File: src/rtl/shared_buffer_alloc_ctrl.sv
// Shared input-buffer allocation controller.
// Keeps the free-slot list as a circular FIFO, round-robin arbitrates one
// slot allocation and one slot release per cycle, and tracks how many slots
// each VC holds so that no VC can hold more than MAX_PER_REQ slots.
//
// Handshakes:
//   alloc: alloc_req_i[i] is a level request. Each accepted request pops one
//          slot at the clock edge; alloc_gnt_o[i] pulses for one cycle on the
//          following cycle with alloc_slot_o carrying the popped index. A VC
//          that keeps its request high is simply granted again later.
//   free:  free_req_i[i]/free_slot_i form a valid pair. free_ack_o[i] is the
//          same-cycle ready: when it is high the slot is pushed at the edge.
//          A refused release is dropped (the VC must retry) and may set a
//          sticky error flag.
module shared_buffer_alloc_ctrl #(
   parameter  int NUM_REQ     = 4,
   parameter  int NUM_SLOTS   = 32,
   parameter  int MAX_PER_REQ = 16,
   localparam int SLOT_W      = $clog2(NUM_SLOTS),
   localparam int CNT_W       = $clog2(NUM_SLOTS + 1),
   localparam int VC_CNT_W    = $clog2(MAX_PER_REQ + 1)
) (
   input  logic                        clk_i,
   input  logic                        reset_i,
   input  logic [NUM_REQ-1:0]          alloc_req_i,
   output logic [NUM_REQ-1:0]          alloc_gnt_o,
   output logic [SLOT_W-1:0]           alloc_slot_o,
   input  logic [NUM_REQ-1:0]          free_req_i,
   input  logic [NUM_REQ*SLOT_W-1:0]   free_slot_i,
   output logic [NUM_REQ-1:0]          free_ack_o,
   output logic [CNT_W-1:0]            free_count_o,
   output logic [NUM_REQ*VC_CNT_W-1:0] vc_count_o,
   output logic                        none_free_o,
   output logic                        err_overflow_o,
   output logic                        err_underflow_o
);

   localparam int REQ_W = (NUM_REQ > 1) ? $clog2(NUM_REQ) : 1;

   // Free-list storage and pointers
   logic [SLOT_W-1:0]   fifo_q [NUM_SLOTS];
   logic [SLOT_W-1:0]   head_q, head_d;
   logic [SLOT_W-1:0]   tail_q, tail_d;
   logic [CNT_W-1:0]    free_count_q, free_count_d;

   // Per-VC occupancy
   logic [VC_CNT_W-1:0] vc_cnt_q [NUM_REQ];
   logic [VC_CNT_W-1:0] vc_cnt_d [NUM_REQ];

   // Round-robin pointers (index of the VC with highest priority)
   logic [REQ_W-1:0]    alloc_ptr_q, alloc_ptr_d;
   logic [REQ_W-1:0]    rel_ptr_q, rel_ptr_d;

   // Registered outputs
   logic [NUM_REQ-1:0]  alloc_gnt_q, alloc_gnt_d;
   logic [SLOT_W-1:0]   alloc_slot_q, alloc_slot_d;
   logic                none_free_q, none_free_d;
   logic                err_ovf_q, err_ovf_d;
   logic                err_udf_q, err_udf_d;

   // Arbitration
   logic [NUM_REQ-1:0]  vc_empty;
   logic [NUM_REQ-1:0]  alloc_elig;
   logic [NUM_REQ-1:0]  rel_legal;
   logic [NUM_REQ-1:0]  vc_inc;
   logic [NUM_REQ-1:0]  vc_dec;
   logic                alloc_found, rel_found;
   logic [REQ_W-1:0]    alloc_win, rel_win;
   logic                pop, push, list_full;
   logic [SLOT_W-1:0]   push_slot;

   // (base + off) modulo NUM_REQ, used to walk requesters in RR order
   function automatic logic [REQ_W-1:0] rr_index(input logic [REQ_W-1:0] base,
                                                 input int unsigned      off);
      int unsigned sum;
      sum = 32'(base) + off;
      return REQ_W'(sum % NUM_REQ);
   endfunction

   // Free-list pointer increment with wrap at NUM_SLOTS
   function automatic logic [SLOT_W-1:0] wrap_inc(input logic [SLOT_W-1:0] p);
      return (p == SLOT_W'(NUM_SLOTS - 1)) ? '0 : p + SLOT_W'(1);
   endfunction

   // Per-VC status: empty (release illegal) and below cap (allocation legal)
   always_comb begin
      vc_empty   = '0;
      alloc_elig = '0;
      for (int i = 0; i < NUM_REQ; i++) begin
         vc_empty[i]   = (vc_cnt_q[i] == '0);
         alloc_elig[i] = alloc_req_i[i] && (vc_cnt_q[i] < VC_CNT_W'(MAX_PER_REQ));
      end
   end

   // Allocation arbiter: first eligible VC starting at the RR pointer
   always_comb begin
      alloc_found = 1'b0;
      alloc_win   = '0;
      for (int k = 0; k < NUM_REQ; k++) begin
         if (!alloc_found && alloc_elig[rr_index(alloc_ptr_q, k)]) begin
            alloc_found = 1'b1;
            alloc_win   = rr_index(alloc_ptr_q, k);
         end
      end
   end

   // A pop only happens when the list holds a slot; a release in this same
   // cycle is pushed at the tail and is never visible to this pop.
   assign pop       = alloc_found && (free_count_q != '0);
   assign list_full = (free_count_q == CNT_W'(NUM_SLOTS));

   // Illegal releases are masked out before arbitration so they never block
   // a legal requester further round the ring.
   assign rel_legal = free_req_i & ~vc_empty & {NUM_REQ{!(list_full && !pop)}};

   // Release arbiter: first legal VC starting at its own RR pointer
   always_comb begin
      rel_found = 1'b0;
      rel_win   = '0;
      for (int k = 0; k < NUM_REQ; k++) begin
         if (!rel_found && rel_legal[rr_index(rel_ptr_q, k)]) begin
            rel_found = 1'b1;
            rel_win   = rr_index(rel_ptr_q, k);
         end
      end
   end

   assign push       = rel_found;
   assign push_slot  = free_slot_i[rel_win*SLOT_W +: SLOT_W];
   assign free_ack_o = push ? (NUM_REQ'(1) << rel_win) : '0;

   // Per-VC increment/decrement strobes for this cycle
   always_comb begin
      vc_inc = '0;
      vc_dec = '0;
      for (int i = 0; i < NUM_REQ; i++) begin
         vc_inc[i] = pop  && (alloc_win == REQ_W'(i));
         vc_dec[i] = push && (rel_win == REQ_W'(i));
      end
   end

   // Next-state for pointers, counters, registered outputs and error flags
   always_comb begin
      head_d       = head_q;
      tail_d       = tail_q;
      free_count_d = free_count_q;
      alloc_ptr_d  = alloc_ptr_q;
      rel_ptr_d    = rel_ptr_q;
      alloc_gnt_d  = '0;
      alloc_slot_d = '0;
      for (int i = 0; i < NUM_REQ; i++) begin
         vc_cnt_d[i] = vc_cnt_q[i];
      end

      if (pop) begin
         head_d       = wrap_inc(head_q);
         alloc_gnt_d  = NUM_REQ'(1) << alloc_win;
         alloc_slot_d = fifo_q[head_q];
         alloc_ptr_d  = rr_index(alloc_win, 1);
      end

      if (push) begin
         tail_d    = wrap_inc(tail_q);
         rel_ptr_d = rr_index(rel_win, 1);
      end

      case ({pop, push})
         2'b10:   free_count_d = free_count_q - CNT_W'(1);
         2'b01:   free_count_d = free_count_q + CNT_W'(1);
         default: free_count_d = free_count_q;
      endcase

      for (int i = 0; i < NUM_REQ; i++) begin
         if (vc_inc[i] && !vc_dec[i]) begin
            vc_cnt_d[i] = vc_cnt_q[i] + VC_CNT_W'(1);
         end else if (vc_dec[i] && !vc_inc[i]) begin
            vc_cnt_d[i] = vc_cnt_q[i] - VC_CNT_W'(1);
         end
      end

      none_free_d = (free_count_d == '0);
      err_udf_d   = err_udf_q | (|(free_req_i & vc_empty));
      err_ovf_d   = err_ovf_q | (list_full && !pop && (|(free_req_i & ~vc_empty)));
   end

   // Free-list storage: reset to 0..NUM_SLOTS-1, written at the tail on push
   always_ff @(posedge clk_i) begin
      if (reset_i) begin
         for (int i = 0; i < NUM_SLOTS; i++) begin
            fifo_q[i] <= SLOT_W'(i);
         end
      end else if (push) begin
         fifo_q[tail_q] <= push_slot;
      end
   end

   // Control state and registered outputs
   always_ff @(posedge clk_i) begin
      if (reset_i) begin
         head_q       <= '0;
         tail_q       <= '0;
         free_count_q <= CNT_W'(NUM_SLOTS);
         alloc_ptr_q  <= '0;
         rel_ptr_q    <= '0;
         alloc_gnt_q  <= '0;
         alloc_slot_q <= '0;
         none_free_q  <= 1'b0;
         err_ovf_q    <= 1'b0;
         err_udf_q    <= 1'b0;
         for (int i = 0; i < NUM_REQ; i++) begin
            vc_cnt_q[i] <= '0;
         end
      end else begin
         head_q       <= head_d;
         tail_q       <= tail_d;
         free_count_q <= free_count_d;
         alloc_ptr_q  <= alloc_ptr_d;
         rel_ptr_q    <= rel_ptr_d;
         alloc_gnt_q  <= alloc_gnt_d;
         alloc_slot_q <= alloc_slot_d;
         none_free_q  <= none_free_d;
         err_ovf_q    <= err_ovf_d;
         err_udf_q    <= err_udf_d;
         for (int i = 0; i < NUM_REQ; i++) begin
            vc_cnt_q[i] <= vc_cnt_d[i];
         end
      end
   end

   // Flatten per-VC counts onto the output bus
   always_comb begin
      vc_count_o = '0;
      for (int i = 0; i < NUM_REQ; i++) begin
         vc_count_o[i*VC_CNT_W +: VC_CNT_W] = vc_cnt_q[i];
      end
   end

   assign alloc_gnt_o     = alloc_gnt_q;
   assign alloc_slot_o    = alloc_slot_q;
   assign free_count_o    = free_count_q;
   assign none_free_o     = none_free_q;
   assign err_overflow_o  = err_ovf_q;
   assign err_underflow_o = err_udf_q;

endmodule

File: config.mk
export PLATFORM = sky130hd
export DESIGN_NAME = shared_buffer_alloc_ctrl
export DESIGN_NICKNAME = d
export VERILOG_FILES = /design/src/rtl/shared_buffer_alloc_ctrl.sv
export SDC_FILE = /design/constraint.sdc
export NUM_CORES = 1
export LEC_CHECK = 0
export ABC_AREA = 1
export CAP_MARGIN = 15
export CORE_ASPECT_RATIO = 1.25
export CORE_MARGIN = 8
export CORE_UTILIZATION = 56
export CTS_BUF_LIST = sky130_fd_sc_hd__clkbuf_4 sky130_fd_sc_hd__clkbuf_8
export CTS_CLUSTER_SIZE = 24
export DETAILED_ROUTE_END_ITERATION = 16
export GPL_ROUTABILITY_DRIVEN = 0
export PLACE_DENSITY_LB_ADDON = 0.08
export SETUP_SLACK_MARGIN = 0.15
export SLEW_MARGIN = 0
export SYNTH_ARGS = -nofsm -noshare
export SYNTH_HDL_FRONTEND = slang
export SYNTH_SLANG_ARGS = --single-unit
File: constraint.sdc
create_clock -name clk_i -period 3.71 [get_ports clk_i]
set_input_delay 0.742 -clock clk_i [delete_from_list [all_inputs] [get_ports clk_i]]
set_output_delay 0.742 -clock clk_i [all_outputs]
set_load 0.02 [all_outputs]
==> impl_metrics.py <==
metrics = {
    "run_status": {
        "status": "complete, but fails checks",
        "violations": "setup timing",
    },
    "sta": {
        "slew_headroom": 0.480,
        "worst_slew_pin_slew_ns": 0.780,
        "drv_slew": 0,
        "fin_crit_ns": 3.85,
        "finClkSkew_ns": 0.0140,
        "rsz0062_at_grt": "true",
        "period_share": 1.04,
        "worst_slack_ns": -0.137,
        "setup-tns-final_ns": -0.431,
        "max_freq_mhz": 260,
        "setup_viol": 7,
        "hold_violations": 0,
    },
    "critical_path": {
        "critPathMaxFanout": 8,
        "crit_arrival_ns": 3.10,
        "worstPathRequired_ns": 2.97,
        "cp-startpoint": "alloc_ptr_q[1]",
        "regToRegStartpoint": "alloc_ptr_q[1]",
        "critPathLaunchType": "register",
        "cp-end-kind": "output port",
        "crit_type": "reg2out",
    },
    "logic_synthesis": {
        "ys_seq_elements": 212,
        "synthCells": 1242,
        "syn_nets": 1313,
        "seq_area_frac_synth": 0.532,
        "synth_top_flop_cell": "edfxtp_1",
        "async_reset_ff_frac": 0,
        "synth_edf_count": 160,
        "avgSynthCellArea_um2": 8.85,
        "synth_cell_types": 43,
        "yosysWarnings": 0,
        "syn_area_um2": 11000,
    },
    "detailed_routing": {
        "drt-total-wl_um": 30400,
        "final_antenna_net_count": 0,
        "drt_iter0_markers": 591,
        "routed-via-count": 9484,
        "wl_per_cell_um": 18.1,
        "drtPass1Iterations": 7,
        "vias_per_cell": 5.66,
        "drc": 0,
    },
    "finish": {
        "register_area_um2": 5860,
        "nFillCells": 1464,
        "area.growth.synth_to_final_pct": 25.1,
        "final_util": 0.711,
        "mostFrequentLayoutCells": "nor2_1, nand2_1, edfxtp_1",
        "layout_commonest_cell": "nor2_1",
        "multi_input_area_um2": 4860,
        "n_antenna_cell": 0,
        "drive_gt1_frac": 0.196,
        "nets": 1458,
    },
    "global_route": {
        "grt.overflow.total": 0,
        "grt_antenna_before_repair": 0,
        "grt_max_degree": 84,
        "grt_pass1_vias": 9394,
        "grt_pass1_wl_um": 46900,
        "grt_usage": 0.239,
    },
    "clock_network": {
        "clk_latency_ns": 0.52,
        "cts_buffers": 34,
        "clock_sinks": 212,
        "clkSlewWorstSetupHoldPaths_ns": 0.07,
        "ctsHoldBuffers": 0,
        "cts_tree": "built",
        "ctsRootBufferMaster": "clkbuf_8",
        "cts_buffer_depth": 3,
        "htreeDepth": 2,
    },
    "floorplanning": {
        "io_pins": 72,
        "die_h_um": 173,
        "dieArea_um2": 24400,
        "initial_core_util": 0.569,
        "fp.dieW_um": 141,
        "rows": 57,
        "core_um2": 19300,
    },
    "hold_path": {
        "worstHoldStart": "vc_cnt_q[2][4]",
        "hold_class": "reg2reg",
    },
    "placed_design": {
        "port_buffers": 71,
        "dp.final_hpwl_um": 19700,
        "dpl_worst_slack_ns": -0.558,
    },
    "job": {
        "drv_cap": 0,
    },
}
Yosys cell counts, types with 2 or more instances:
master	number	area (um^2)
fa_1	5	100
nor2_1	220	826
nor2_2	3	18.8
a31oi_1	8	50.1
o221ai_1	33	289
buf_4	6	45.0
nand2_2	10	62.6
a21oi_1	31	155
o22ai_1	8	50.1
buf_1	2	7.51
or2_2	2	12.5
ha_1	36	450
nor3_1	13	65.1
o21ai_0	118	591
nand4_1	18	113
buf_6	11	124
xnor2_1	10	87.6
edfxtp_1	160	4800
nand3_1	75	375
a211oi_1	10	75.1
o211ai_1	3	22.5
inv_1	123	462
dfxtp_1	52	1040
buf_2	4	20.0
clkbuf_1	40	150
nand2_1	222	833
inv_2	3	11.3
stage by stage:
stage | hold slack [ns] | area [um^2] | instances
after floorplan | 0.487 | 11100 | 1242
after global placement | 0.458 | 12500 | 1592
after detailed placement | 0.462 | 12500 | 1592
after CTS | 0.477 | 13400 | 1663
after global routing | 0.483 | 13700 | 1676
final | 0.465 | 13700 | 1676
metal layers:
metal | part of all wire | wire (um) | GRT usage
met1 | 0.37 | 11200 | 0.265
met4 | 0.048 | 1440 | 0.117
met3 | 0.068 | 2070 | 0.0424
met5 | 0 | 0 | 0
met2 | 0.52 | 15700 | 0.432
repair_timing:
item / in CTS / in global routing
gates resized for setup: 67 / 74
buffers inserted: 11 / 13
hold endpoints to repair: 0 / 0
endpoints found under the setup margin: 15 / 19
pin swaps: 17 / 36
critical path, stage by stage (launching register included):
cell,delay [ns]
dfxtp_4,0.38
inv_2,0.10
nand2_1,0.09
nand2_2,0.10
nand3_2,0.09
nand2_2,0.11
nand4_4,0.25
nand3_4,0.20
nand2_4,0.08
nand2_1,0.10
nand2_1,0.08
nand2_2,0.11
nand3_1,0.15
nand3_4,0.18
inv_2,0.07
ha_1,0.20
nand2_2,0.08
inv_1,0.04
buf_4,0.15
registers in the layout, indices dropped and copies added, names as in the netlist:
register         count
head_q               5
err_overflow_o       1
vc_cnt_q            20
none_free_o          1
fifo_q             160
alloc_gnt_o          4
rel_ptr_q            2
tail_q               5
alloc_slot_o         5
err_underflow_o      1
free_count_o         6
alloc_ptr_q          2
worst paths after layout:
path / to / slack (ns) / cells after the start
min reg2reg: vc_cnt_q[2][4] / 0.46 / 1
min: vc_cnt_q[2][4] / 0.46 / 1
max: free_ack_o[1] / -0.14 / 18
max reg2reg: vc_cnt_q[0][4] / -0.06 / 25
layout make-up:
| class | count | share of cell area |
|---|---|---|
| Clock buffer | 45 | 0.0410 |
| Clock inverter | 15 | 0.00646 |
| Inverter | 128 | 0.0359 |
| Multi-Input combinational cell | 839 | 0.353 |
| Sequential cell | 212 | 0.426 |
| Tap cell | 265 | 0.0241 |
| Timing Repair Buffer | 172 | 0.113 |
cell families (layout without fill, tap and decap cells):
kind of cell	after synthesis	count (layout)	share of synthesized area
XOR/XNOR	11	11	0.00876
adder cells (fa/ha/maj)	41	41	0.0501
flip-flops	212	212	0.532
AO/OA/AOI/OAI	217	217	0.117
AND/OR/NAND/NOR	570	570	0.217
buffers and inverters	191	360	0.0755
Power is not shown: default switching activity piles up to over one toggle a cycle in this logic, so the estimate is an artifact.
